### src/rtl/hamming_fsk_pkg.sv
`default_nettype none
// ============================================================================
// Module      : hamming_fsk_pkg
// Description : Shared types and constants for the Hamming/FSK transmit path.
// Revision    : 1.0 - initial release
// ============================================================================
package hamming_fsk_pkg;

  // Codeword and data widths for Hamming(7,4)
  localparam int CODE_W = 7;
  localparam int DATA_W = 4;

  // Clock cycles in one period of the slow FSK carrier; a coded bit must
  // span a whole number of these so the encoder emits complete cycles
  localparam int CARRIER_SLOW_CLKS = 16;

  // Serializer control states
  typedef enum logic [1:0] {
    IDLE = 2'd0,
    SEND = 2'd1,
    GAP  = 2'd2
  } state_t;

endpackage
`default_nettype wire

### src/rtl/hamming74_enc.sv
`default_nettype none
// ============================================================================
// Module      : hamming74_enc
// Description : Combinational Hamming(7,4) encoder. Output bit [6] is
//               codeword position 1 (first transmitted), bit [0] is position 7.
// Revision    : 1.0 - initial release
// ============================================================================
module hamming74_enc
  import hamming_fsk_pkg::*;
(
  input  logic [DATA_W-1:0] data,
  output logic [CODE_W-1:0] code
);

  logic w_d1, w_d2, w_d3, w_d4;
  logic w_p1, w_p2, w_p3;

  assign w_d1 = data[3];
  assign w_d2 = data[2];
  assign w_d3 = data[1];
  assign w_d4 = data[0];

  // Each parity bit covers the three data bits sharing its position bit
  assign w_p1 = w_d1 ^ w_d2 ^ w_d4;
  assign w_p2 = w_d1 ^ w_d3 ^ w_d4;
  assign w_p3 = w_d2 ^ w_d3 ^ w_d4;

  // Positions 1..7 = p1 p2 d1 p3 d2 d3 d4, position 1 in the MSB
  assign code = {w_p1, w_p2, w_d1, w_p3, w_d2, w_d3, w_d4};

endmodule
`default_nettype wire

### src/rtl/hamming_serializer.sv
`default_nettype none
// ============================================================================
// Module      : hamming_serializer
// Description : Accepts a nibble over valid/ready, Hamming(7,4)-encodes it and
//               shifts the codeword out on codein, one bit per BIT_CLKS cycles,
//               with sending framing the 7 bits and an optional idle gap after.
// Revision    : 1.0 - initial release
// ============================================================================
module hamming_serializer
  import hamming_fsk_pkg::*;
#(
  parameter int BIT_CLKS = 16,
  parameter int GAP_CLKS = 16
) (
  input  logic              clk,
  input  logic              reset,
  input  logic [DATA_W-1:0] data_in,
  input  logic              data_valid,
  output logic              data_ready,
  output logic              codein,
  output logic              sending,
  output logic              frame_done
);

  localparam int CLK_W = $clog2(BIT_CLKS);
  localparam int GAP_W = (GAP_CLKS > 1) ? $clog2(GAP_CLKS) : 1;

  localparam logic [CLK_W-1:0] C_BIT_LAST  = CLK_W'(BIT_CLKS - 1);
  localparam logic [GAP_W-1:0] C_GAP_LAST  = GAP_W'((GAP_CLKS > 0) ? GAP_CLKS - 1 : 0);
  localparam logic [2:0]       C_LAST_SLOT = 3'(CODE_W - 1);

  // A coded bit must last a whole number of slow-carrier periods
  generate
    if ((BIT_CLKS < CARRIER_SLOW_CLKS) || ((BIT_CLKS % CARRIER_SLOW_CLKS) != 0)) begin : g_bad_bit_clks
      $error("hamming_serializer: BIT_CLKS must be a non-zero multiple of %0d", CARRIER_SLOW_CLKS);
    end
  endgenerate

  state_t            r_state,   w_state_nxt;
  logic [CODE_W-1:0] r_shift,   w_shift_nxt;
  logic [CLK_W-1:0]  r_clk_cnt, w_clk_cnt_nxt;
  logic [2:0]        r_bit_cnt, w_bit_cnt_nxt;
  logic [GAP_W-1:0]  r_gap_cnt, w_gap_cnt_nxt;
  logic [CODE_W-1:0] w_code;
  logic              w_accept;

  hamming74_enc u_enc (
    .data (data_in),
    .code (w_code)
  );

  assign w_accept = data_valid && data_ready;

  // Next-state, counter and shift-register logic
  always_comb begin
    w_state_nxt   = r_state;
    w_shift_nxt   = r_shift;
    w_clk_cnt_nxt = r_clk_cnt;
    w_bit_cnt_nxt = r_bit_cnt;
    w_gap_cnt_nxt = r_gap_cnt;
    case (r_state)
      IDLE: begin
        if (w_accept) begin
          w_state_nxt   = SEND;
          w_shift_nxt   = w_code;
          w_clk_cnt_nxt = '0;
          w_bit_cnt_nxt = '0;
        end
      end
      SEND: begin
        if (r_clk_cnt == C_BIT_LAST) begin
          w_clk_cnt_nxt = '0;
          if (r_bit_cnt == C_LAST_SLOT) begin
            // Last bit done: always leave SEND so sending drops for a cycle
            w_bit_cnt_nxt = '0;
            w_shift_nxt   = '0;
            w_gap_cnt_nxt = '0;
            w_state_nxt   = (GAP_CLKS == 0) ? IDLE : GAP;
          end else begin
            w_bit_cnt_nxt = r_bit_cnt + 3'd1;
            w_shift_nxt   = {r_shift[CODE_W-2:0], 1'b0};
          end
        end else begin
          w_clk_cnt_nxt = r_clk_cnt + CLK_W'(1);
        end
      end
      GAP: begin
        if (r_gap_cnt == C_GAP_LAST) begin
          w_gap_cnt_nxt = '0;
          w_state_nxt   = IDLE;
        end else begin
          w_gap_cnt_nxt = r_gap_cnt + GAP_W'(1);
        end
      end
      default: begin
        w_state_nxt = IDLE;
      end
    endcase
  end

  // State, counters and registered outputs decoded from the next state
  always_ff @(posedge clk) begin
    if (reset) begin
      r_state    <= IDLE;
      r_shift    <= '0;
      r_clk_cnt  <= '0;
      r_bit_cnt  <= '0;
      r_gap_cnt  <= '0;
      data_ready <= 1'b0;
      codein     <= 1'b0;
      sending    <= 1'b0;
      frame_done <= 1'b0;
    end else begin
      r_state    <= w_state_nxt;
      r_shift    <= w_shift_nxt;
      r_clk_cnt  <= w_clk_cnt_nxt;
      r_bit_cnt  <= w_bit_cnt_nxt;
      r_gap_cnt  <= w_gap_cnt_nxt;
      data_ready <= (w_state_nxt == IDLE);
      sending    <= (w_state_nxt == SEND);
      codein     <= (w_state_nxt == SEND) && w_shift_nxt[CODE_W-1];
      frame_done <= (w_state_nxt == SEND) && (w_bit_cnt_nxt == C_LAST_SLOT)
                    && (w_clk_cnt_nxt == C_BIT_LAST);
    end
  end

endmodule
`default_nettype wire

### config.mk
export PLATFORM = sky130hd
export DESIGN_NAME = hamming_serializer
export DESIGN_NICKNAME = d
export VERILOG_FILES = /design/src/rtl/hamming_fsk_pkg.sv /design/src/rtl/hamming74_enc.sv /design/src/rtl/hamming_serializer.sv
export SDC_FILE = /design/constraint.sdc
export NUM_CORES = 1
export LEC_CHECK = 0
export CAP_MARGIN = 20
export CORE_ASPECT_RATIO = 1.4
export CORE_UTILIZATION = 45
export CTS_BUF_LIST = sky130_fd_sc_hd__clkbuf_4 sky130_fd_sc_hd__clkbuf_8 sky130_fd_sc_hd__clkbuf_16
export CTS_CLUSTER_SIZE = 20
export DETAILED_ROUTE_END_ITERATION = 12
export GPL_TIMING_DRIVEN = 1
export PLACE_DENSITY_LB_ADDON = 0.3
export SLEW_MARGIN = 0
export SYNTH_ARGS = -nofsm -noshare
export SYNTH_HDL_FRONTEND = slang
export SYNTH_SLANG_ARGS = --single-unit
### constraint.sdc
create_clock -name clk -period 1.5 [get_ports clk]
set_input_delay 0.3 -clock clk [delete_from_list [all_inputs] [get_ports clk]]
set_output_delay 0.3 -clock clk [all_outputs]
set_load 0.01 [all_outputs]
==> flow_summary.json, run 1 <==
{
  "io_buffers": 10,
  "critPathMaxFanout": 8,
  "cap_violations": 0,
  "crit_start": "data_valid",
  "slowest_delay_ns": 0.48,
  "drive_gt1_share_pct": 30.1,
  "drt_iter0_drc": 53,
  "path_buf_inv": 1,
  "fin_nets": 186,
  "finalMaxSlewViolations": 0,
  "wire_per_inst_microns": 13.7,
  "syn_nets": 148,
  "final_antenna_net_count": 0,
  "dp_hpwl_mm": 2.07,
  "syn2layout_area_growth_pct": 34.0,
  "cp-end-kind": "flip-flop",
  "routed_wl_mm": 2.91,
  "skew_ns": 0.00361,
  "synth.avg_cell_area_sq_um": 8.81,
  "die_x_microns": 46.1,
  "cpMaxStageDelayCell": "clkdlybuf4s50_1",
  "critPathKind": "input pin to flip-flop",
  "syn_area_sq_um": 1220,
  "dr_total_vias": 1172,
  "r2r-start": "r_state[1]",
  "vias_per_cell": 5.53,
  "rows": 22,
  "leakagePower_nw": 0.709,
  "min_period_ns": 1.46,
  "cts_inserted_buffers": 3,
  "power.density_nw_per_um2": 732,
  "seqCellArea_sq_um": 483,
  "grt_max_degree": 14,
  "die_area_sq_um": 2940,
  "setup_ws_ns": 0.0428,
  "die_y_microns": 63.7,
  "arrival_ns": 1.68,
  "grt_pass1_vias": 1154,
  "htreeDepth": 1,
  "cts_tree": "yes",
  "synth.area.top_cells": "dfxtp_1 (39%), a21oi_1 (4.9%), nand2_1 (4.0%), a22oi_1 (3.7%), nor2_1 (3.4%)",
  "grt_first_pass_wirelength_mm": 4.86,
  "hp-class": "flip-flop to flip-flop",
  "period_share_pct": 97.1,
  "crit_family": "buffers and inverters",
  "core_area_sq_um": 2620,
  "final_common_cell": "buf_4",
  "cts-root-buf": "clkbuf_4",
  "place_ws_ns": -0.319,
  "cts_buffer_depth": 2,
  "grt_use_total_pct": 21.9,
  "seq_area_frac_synth_pct": 39.2,
  "status": "completed",
  "hold_viol_final": 0,
  "start_kind": "input pin",
  "clock-sinks": 24,
  "ioPinCount": 11,
  "setup_viol": 0,
  "tightestPinTransition_ns": 0.289,
  "num-fill-cells": 233,
  "grt_overflow": 0,
  "drc": 0,
  "ys_ff_latch": 24,
  "drt-pass1-iter-count": 4,
  "synth_area_leader_cell": "dfxtp_1",
  "final_cell_mix": "buf_4 (30), dfxtp_1 (22), nand2_1 (13)",
  "rsz0062_at_grt": "true",
  "n_antenna_cell": 0,
  "yosysTopAreaCellShare_pct": 39.2,
  "netlist-cell-type-count": 43,
  "cp.required_ns": 1.72,
  "clk_pin_slew_worst_paths_ns": 0.13,
  "antenna_found_initial": 0,
  "clock_latency_ns": 0.32,
  "hp-start": "r_shift[2]",
  "multi_input_area_sq_um": 742,
  "syn-instance-count": 139,
  "ys_warn_count": 0,
  "routabilityCongestion": 0.885,
  "peakVddDrop_uv": 430,
  "timing.slew.headroom_pct": 80.7,
  "crit_chain": "clkdlybuf4s50_1, and4bb_2, nor3b_1, o211a_1, o2111a_1",
  "fmax_ghz": 0.686,
  "start_util_pct": 46.8,
  "final_core_util_pct": 62.8
}
## area by class of cell
class / count / area share, %
Clock buffer: 4 / 2.21
Inverter: 1 / 0.229
Multi-Input combinational cell: 107 / 45.2
Timing Repair Buffer: 40 / 20.2
Tap cell: 36 / 2.74
Sequential cell: 24 / 29.4
## path summary, 6_finish.rpt
| check | end | depth (start not counted) | slack [ns] |
|---|---|---|---|
| worst min register to register | r_shift[3] | 2 | 0.48 |
| worst max-delay path | frame_done | 5 | 0.04 |
| worst min-delay path | r_shift[3] | 2 | 0.48 |
| worst max register to register | frame_done | 4 | 0.07 |
## cells by family after synthesis
| kind of cell | after synthesis | synth area share (%) |
|---|---|---|
| buffers and inverters | 8 | 3.37 |
| XOR/XNOR | 4 | 3.98 |
| adder cells (fa/ha/maj) | 2 | 2.04 |
| flip-flops | 24 | 39.2 |
| AO/OA/AOI/OAI | 40 | 22.5 |
| multiplexers | 2 | 1.74 |
| AND/OR/NAND/NOR | 59 | 27.2 |
## Yosys cell counts (all sizes together)
library cell  instances
a211oi                2
a21bo                 1
a21boi                1
a21o                  1
a21oi                13
a221oi                1
a222oi                1
a22oi                 6
a31oi                 4
and2b                 1
and3                  1
and3b                 2
and4bb                1
buf                   5
clkbuf                2
dfxtp                24
ha                    2
inv                   1
mux2                  1
mux2i                 1
nand2                13
nand2b                2
nand3                 8
nand3b                3
nand4                 1
nor2                 11
nor2b                 6
nor3                  3
nor3b                 4
o2111a                1
o211a                 1
o21ai                 7
o31ai                 1
or2                   2
or3                   1
xnor2                 3
xnor3                 1
## per-layer routing
metal / share of wire, % / GRT usage, % / up-vias / routed length (microns)
li1: - / - / 582 / -
met1: 43 / 26.9 / 556 / 1250
met3: 2.9 / 1.98 / 8 / 83
met5: 0 / 0 / - / 0
met4: 2.1 / 9.19 / 0 / 61
met2: 52 / 37.3 / 26 / 1520
## repair_timing
item	in CTS	in global routing
hold buffers	0	0
buffers inserted	0	1
pin swaps	0	1
setup endpoints to repair	9	16
resized for setup	7	12
## state kept, by name (all words and copies together) (netlist names)
signal / count
r_shift: 7
r_state: 2
r_gap_cnt: 4
r_clk_cnt: 4
frame_done: 1
codein: 1
data_ready: 1
r_bit_cnt: 3
sending: 1
## worst min-delay path: cells and delay by family (launching register included)
kind	cells	cell delay, ns
compound gates	1	0.06
flops	1	0.34
simple gates	1	0.06
## metrics by stage
stage / power (mW) / cell area (sq um) / TNS, ns / cells / hold slack [ns]
after CTS: 1.21 / 1610 / 0 / 211 / 0.484
after detailed placement: 0.870 / 1550 / -3.11 / 207 / 0.464
after floorplan: 0.779 / 1220 / 0 / 139 / 0.374
after global placement: 0.867 / 1550 / -2.91 / 207 / 0.440
final: 1.20 / 1640 / 0 / 212 / 0.483
after global routing: 1.26 / 1640 / -0.0147 / 212 / 0.499
## report_power, final
group          internal [mW]  switching, mW  leakage (nW)
logic                  0.104         0.0875         0.492
clock network          0.149          0.190        0.0210
registers              0.658         0.0139         0.195
Note: power is estimated with default switching activity, not from simulation.
==> run 2, diff against run 1 <==
--- a/config.mk
+++ b/config.mk
@@ -6,8 +6,8 @@
 export NUM_CORES = 1
 export LEC_CHECK = 0
 export CAP_MARGIN = 20
-export CORE_ASPECT_RATIO = 1.4
-export CORE_UTILIZATION = 45
+export CORE_ASPECT_RATIO = 0.8
+export CORE_UTILIZATION = 40
 export CTS_BUF_LIST = sky130_fd_sc_hd__clkbuf_4 sky130_fd_sc_hd__clkbuf_8 sky130_fd_sc_hd__clkbuf_16
 export CTS_CLUSTER_SIZE = 20
 export DETAILED_ROUTE_END_ITERATION = 12
==> run 2 against run 1 <==
  * Power increased by 9.0%
  * Flip-flop and latch count did not move
  * Clock skew decreased by 0.0011 ns
  * Fmax shrank 0.93%
  * Largest cell class unchanged
  * Sequential share of layout area is 0.53 points higher
  * Clock-buffer cell count unchanged
  * Setup slack got worse by 0.014 ns
  * First-iteration DRC count grew 42%
  * Via count is 3.1% lower
  * Die area grew 12%
  * Sequential power about the same
==> flow_summary.json, run 2 (synthesized netlist as in run 1, its figures left out) <==
{
  "status": "completed",
  "drt_iter0_drc": 75,
  "cts-root-buf": "clkbuf_8",
  "dr_total_vias": 1136,
  "crit_chain": "clkdlybuf4s50_1, a21oi_1, buf_4, or2_4, nor3b_2, nor2b_1",
  "dp_hpwl_mm": 1.96,
  "clock_latency_ns": 0.27,
  "peakVddDrop_uv": 517,
  "power.density_nw_per_um2": 806,
  "htreeDepth": 1,
  "place_area_sq_um": 1490,
  "die_area_sq_um": 3290,
  "rows": 17,
  "die_x_microns": 63.9,
  "setup_ws_ns": 0.0291,
  "cpMaxStageDelayCell": "clkdlybuf4s50_1",
  "drc": 0,
  "critPathKind": "input pin to flip-flop",
  "largest-register": "r_shift",
  "hp-class": "flip-flop to flip-flop",
  "wl_met3_microns": 175,
  "design_area_sq_um": 1630,
  "io_buffers": 10,
  "final_common_cell": "buf_4",
  "grt_max_degree": 14,
  "cp.required_ns": 1.71,
  "core_area_sq_um": 2830,
  "tightestPinTransition_ns": 0.304,
  "routabilityCongestion": 0.897,
  "sw_frac_of_total_pct": 23.4,
  "routed_wl_mm": 2.80,
  "cts_tree": "yes",
  "drive_gt1_share_pct": 28.4,
  "grt_overflow": 0,
  "clk_pin_slew_worst_paths_ns": 0.08,
  "grt_first_pass_wirelength_mm": 4.62,
  "hold_viol_final": 0,
  "fmax_ghz": 0.680,
  "min_period_ns": 1.47,
  "clock-sinks": 24,
  "timing.slew.headroom_pct": 79.7,
  "fin_nets": 179,
  "arrival_ns": 1.68,
  "wl_met1_mm": 1.29,
  "n_antenna_cell": 0,
  "r2r_cells": 6,
  "largest_reg_flops": 7,
  "p_int_mw": 1.00,
  "holdPathStages": 2,
  "p_clk_share_pct": 33.3,
  "pwr-share-seq_pct": 51.4,
  "cts_buffer_depth": 2,
  "setup_viol": 0,
  "critPathMaxFanout": 4,
  "grt_pass1_vias": 1039,
  "ioPinCount": 11,
  "maxUsedRoutingLayer": "met4",
  "antenna_found_initial": 0,
  "cts_inserted_buffers": 3,
  "start_util_pct": 43.3,
  "grt_use_total_pct": 18.3,
  "top_regs": "r_shift: 7 flops, r_clk_cnt: 4 flops, r_gap_cnt: 4 flops",
  "wl_met2_mm": 1.31,
  "final_antenna_net_count": 0,
  "skew_ns": 0.00253,
  "drt-pass1-iter-count": 4,
  "syn2layout_area_growth_pct": 32.7,
  "p_switching_uw": 307,
  "p_total_mw": 1.31,
  "start_kind": "input pin",
  "die_y_microns": 51.5,
  "period_share_pct": 98.1,
  "final_cell_mix": "buf_4 (22), dfxtp_1 (19), nand2_1 (13)",
  "cp-end-kind": "flip-flop",
  "holdWs_ns": 0.465,
  "p_comb_share_pct": 15.3,
  "vias_per_cell": 5.49,
  "wire_per_inst_microns": 13.5,
  "cap_violations": 0,
  "place_ws_ns": -0.328,
  "slowest_delay_ns": 0.52,
  "leakagePower_nw": 0.639,
  "finalMaxSlewViolations": 0
}
[run 2: per-layer routing]
layer / track usage [%] / up-vias
met2: 29.6 / 37
met3: 5.92 / 4
met1: 22.6 / 531
met4: 7.58 / 0
li1: - / 564
met5: 0 / -
[run 2: per-stage QoR]
stage,cells,TNS [ns],util (%)
floorplan,139,0,-
global placement,201,-2.66,52.8
detailed placement,201,-3.09,52.8
CTS,205,0,55.1
global route,207,-0.0425,57.5
finish,207,0,57.5
[run 2: layout make-up]
| class | count | area (sq um) |
|---|---|---|
| timing repair buffer | 33 | 279 |
| inverter | 1 | 3.75 |
| tap | 38 | 47.5 |
| fill | 247 | 1200 |
| multi-input combinational | 107 | 753 |
| sequential | 24 | 487 |
| clock buffer | 4 | 55.1 |
[run 2: final timing paths]
path	from	end	slack, ns
min reg2reg	r_shift[2]	r_shift[3]	0.46
max reg2reg	r_clk_cnt[1]	frame_done	0.06
max	data_valid	codein	0.03
min	r_shift[2]	r_shift[3]	0.46
[run 2: power by group through the flow]
stage	sequential (mW)	clock [mW]	combinational, mW
floorplan	0.684	0	0.0952
global placement	0.684	0	0.180
detailed placement	0.684	0	0.184
CTS	0.671	0.443	0.188
global route	0.676	0.465	0.218
finish	0.674	0.436	0.200
[run 2: repair_timing]
action                     in CTS  in global routing
buffers inserted                0                  2
pin swaps                       0                  5
hold buffers                    0                  0
setup endpoints to repair      10                 15
gates resized for setup         5                 13
[run 2: worst max-delay path: cells and delay by family]
family	cells	cell delay (ns)
buf+inv	2	0.67
simple gates	3	0.62
compound gates	1	0.09
==> run 3, diff against run 2 <==
--- a/config.mk
+++ b/config.mk
@@ -11,6 +11,7 @@
 export CTS_BUF_LIST = sky130_fd_sc_hd__clkbuf_4 sky130_fd_sc_hd__clkbuf_8 sky130_fd_sc_hd__clkbuf_16
 export CTS_CLUSTER_SIZE = 20
 export DETAILED_ROUTE_END_ITERATION = 12
+export DONT_BUFFER_PORTS = 1
 export GPL_TIMING_DRIVEN = 1
 export PLACE_DENSITY_LB_ADDON = 0.3
 export SLEW_MARGIN = 0
==> run 3 against run 2 <==
  * Global-route usage is 1.0 points lower
  * Highest routed layer unchanged
  * First-iteration DRC count is 35% higher
  * Critical endpoint is now r_shift[5]
  * Critical path type is now flip-flop to flip-flop
  * Critical path depth is 1 higher
  * Largest cell class unchanged
  * Cell count is 11% lower
  * Largest power group unchanged
  * Sequential share of layout area is 4.4 points higher
==> flow_summary.json, run 3 (synthesized netlist as in run 1, its figures left out) <==
{
  "status": "completed",
  "drive_gt1_share_pct": 19.2,
  "design_area_sq_um": 1420,
  "place_ws_ns": -0.0314,
  "final_common_cell": "dfxtp_1",
  "hp-class": "input pin to flip-flop",
  "grt_use_total_pct": 17.3,
  "vias_per_cell": 5.80,
  "critPathKind": "flip-flop to flip-flop",
  "drt_iter0_drc": 101,
  "fmax_ghz": 0.694,
  "cts_tree": "yes",
  "p_comb_share_pct": 9.2,
  "leakagePower_nw": 0.527,
  "start_kind": "flip-flop",
  "largest-register": "r_shift",
  "routed_wl_mm": 2.59,
  "grt_pass1_vias": 965,
  "critPathMaxFanout": 5,
  "power.density_nw_per_um2": 967,
  "routabilityCongestion": 0.854,
  "final_cell_mix": "dfxtp_1 (21), nand2_1 (13), a21oi_1 (12)",
  "cp-end-kind": "flip-flop",
  "p_int_mw": 1.08,
  "place_area_sq_um": 1310,
  "fin_nets": 156,
  "clock-sinks": 24,
  "clk_pin_slew_worst_paths_ns": 0.09,
  "timing.slew.headroom_pct": 77.7,
  "final_antenna_net_count": 0,
  "die_area_sq_um": 3290,
  "dp_hpwl_mm": 1.85,
  "rsz0062_at_grt": "true",
  "die_x_microns": 63.9,
  "grt_max_degree": 23,
  "sw_frac_of_total_pct": 21.4,
  "num-fill-cells": 265,
  "wire_per_inst_microns": 14.1,
  "start_util_pct": 43.3,
  "largest_reg_flops": 7,
  "io_buffers": 0,
  "drc": 0,
  "core_area_sq_um": 2830,
  "finalMaxSlewViolations": 0,
  "period_share_pct": 96.0,
  "die_y_microns": 51.5,
  "postCtsSetupBuffers": 0,
  "skew_ns": 0.00884,
  "cts-root-buf": "clkbuf_8",
  "top_regs": "r_shift: 7 flops, r_clk_cnt: 4 flops, r_gap_cnt: 4 flops",
  "p_clk_share_pct": 41.7,
  "syn2layout_area_growth_pct": 15.5,
  "ioPinCount": 11,
  "cp.required_ns": 1.67,
  "hold_viol_final": 0,
  "pwr-share-seq_pct": 49.1,
  "setup_ws_ns": 0.0597,
  "arrival_ns": 1.61,
  "tightestPinTransition_ns": 0.334,
  "holdWs_ns": 0.0832,
  "p_switching_uw": 292,
  "rows": 17,
  "clock_latency_ns": 0.27,
  "cts_buffer_depth": 2,
  "min_period_ns": 1.44,
  "grt_first_pass_wirelength_mm": 4.32,
  "grt_overflow": 0,
  "setup_viol": 0,
  "htreeDepth": 1,
  "cts_hold_buf": 0,
  "n_antenna_cell": 0,
  "antenna_found_initial": 0,
  "cts_inserted_buffers": 3,
  "drt-pass1-iter-count": 4,
  "dr_total_vias": 1068,
  "cap_violations": 0,
  "peakVddDrop_uv": 588
}
run 3: cell count changes in the layout (fill, tap and decap cells not counted), moves of 2 or more:
cell             before  now
clkdlybuf4s50_1       9    0
nand3_2               2    0
dfxtp_2               5    2
dfxtp_1              19   21
nand3_1               6    8
buf_4                22    9
run 3: critical path, cell delays in order, from the launching register on:
cell and delay [ns]:
dfxtp_4 0.37, ha_4 0.15, and3_4 0.19, buf_6 0.12, a21oi_4 0.05, buf_4 0.15
a222oi_1 0.24, nor2_1 0.07
run 3: layout make-up:
class | count | area, sq um | share of cell area, %
multi-input combinational | 107 | 727 | 51.4
sequential | 24 | 487 | 34.4
timing repair buffer | 10 | 78.8 | 5.57
tap | 38 | 47.5 | 3.36
clock buffer | 3 | 41.3 | 2.92
clock inverter | 1 | 30.0 | 2.12
inverter | 1 | 3.75 | 0.265
run 3: worst paths after layout:
check	end	startpoint	slack, ns	cells past startpoint
worst min register to register	r_shift[3]	r_shift[2]	0.46	2
worst max register to register	r_shift[5]	r_clk_cnt[1]	0.06	7
worst max-delay path	r_shift[5]	r_clk_cnt[1]	0.06	7
worst min-delay path	r_state[1]	reset	0.08	1
run 3: per-stage QoR:
| step | power (mW) | util (%) | cells | TNS [ns] |
|---|---|---|---|---|
| global placement | 0.802 | 46.3 | 180 | 0 |
| CTS | 1.37 | 49.0 | 184 | 0 |
| detailed placement | 0.806 | 46.3 | 180 | -0.0359 |
| floorplan | 0.779 | - | 139 | 0 |
| finish | 1.37 | 50.0 | 184 | 0 |
| global route | 1.42 | 50.0 | 184 | -0.0616 |
run 3: what timing repair did:
item                                    CTS  global route
endpoints found under the setup margin    3            11
gates resized for setup                   2             8
pin swaps                                 1             2
run 3: power by group through the flow:
stage               Combinational, mW  Clock, mW  Sequential (mW)
finish                          0.126      0.570            0.672
global route                    0.137      0.610            0.674
CTS                             0.122      0.581            0.671
detailed placement              0.121          0            0.686
global placement                0.117          0            0.685
floorplan                      0.0952          0            0.684
run 3: routing by layer:
metal | track usage, % | vias up | share of wire, %
met3 | 5.48 | 9 | 7.8
met1 | 22.6 | 496 | 47
met5 | 0 | - | 0
met2 | 25.4 | 42 | 43
met4 | 9.47 | 0 | 2.3
li1 | - | 521 | -
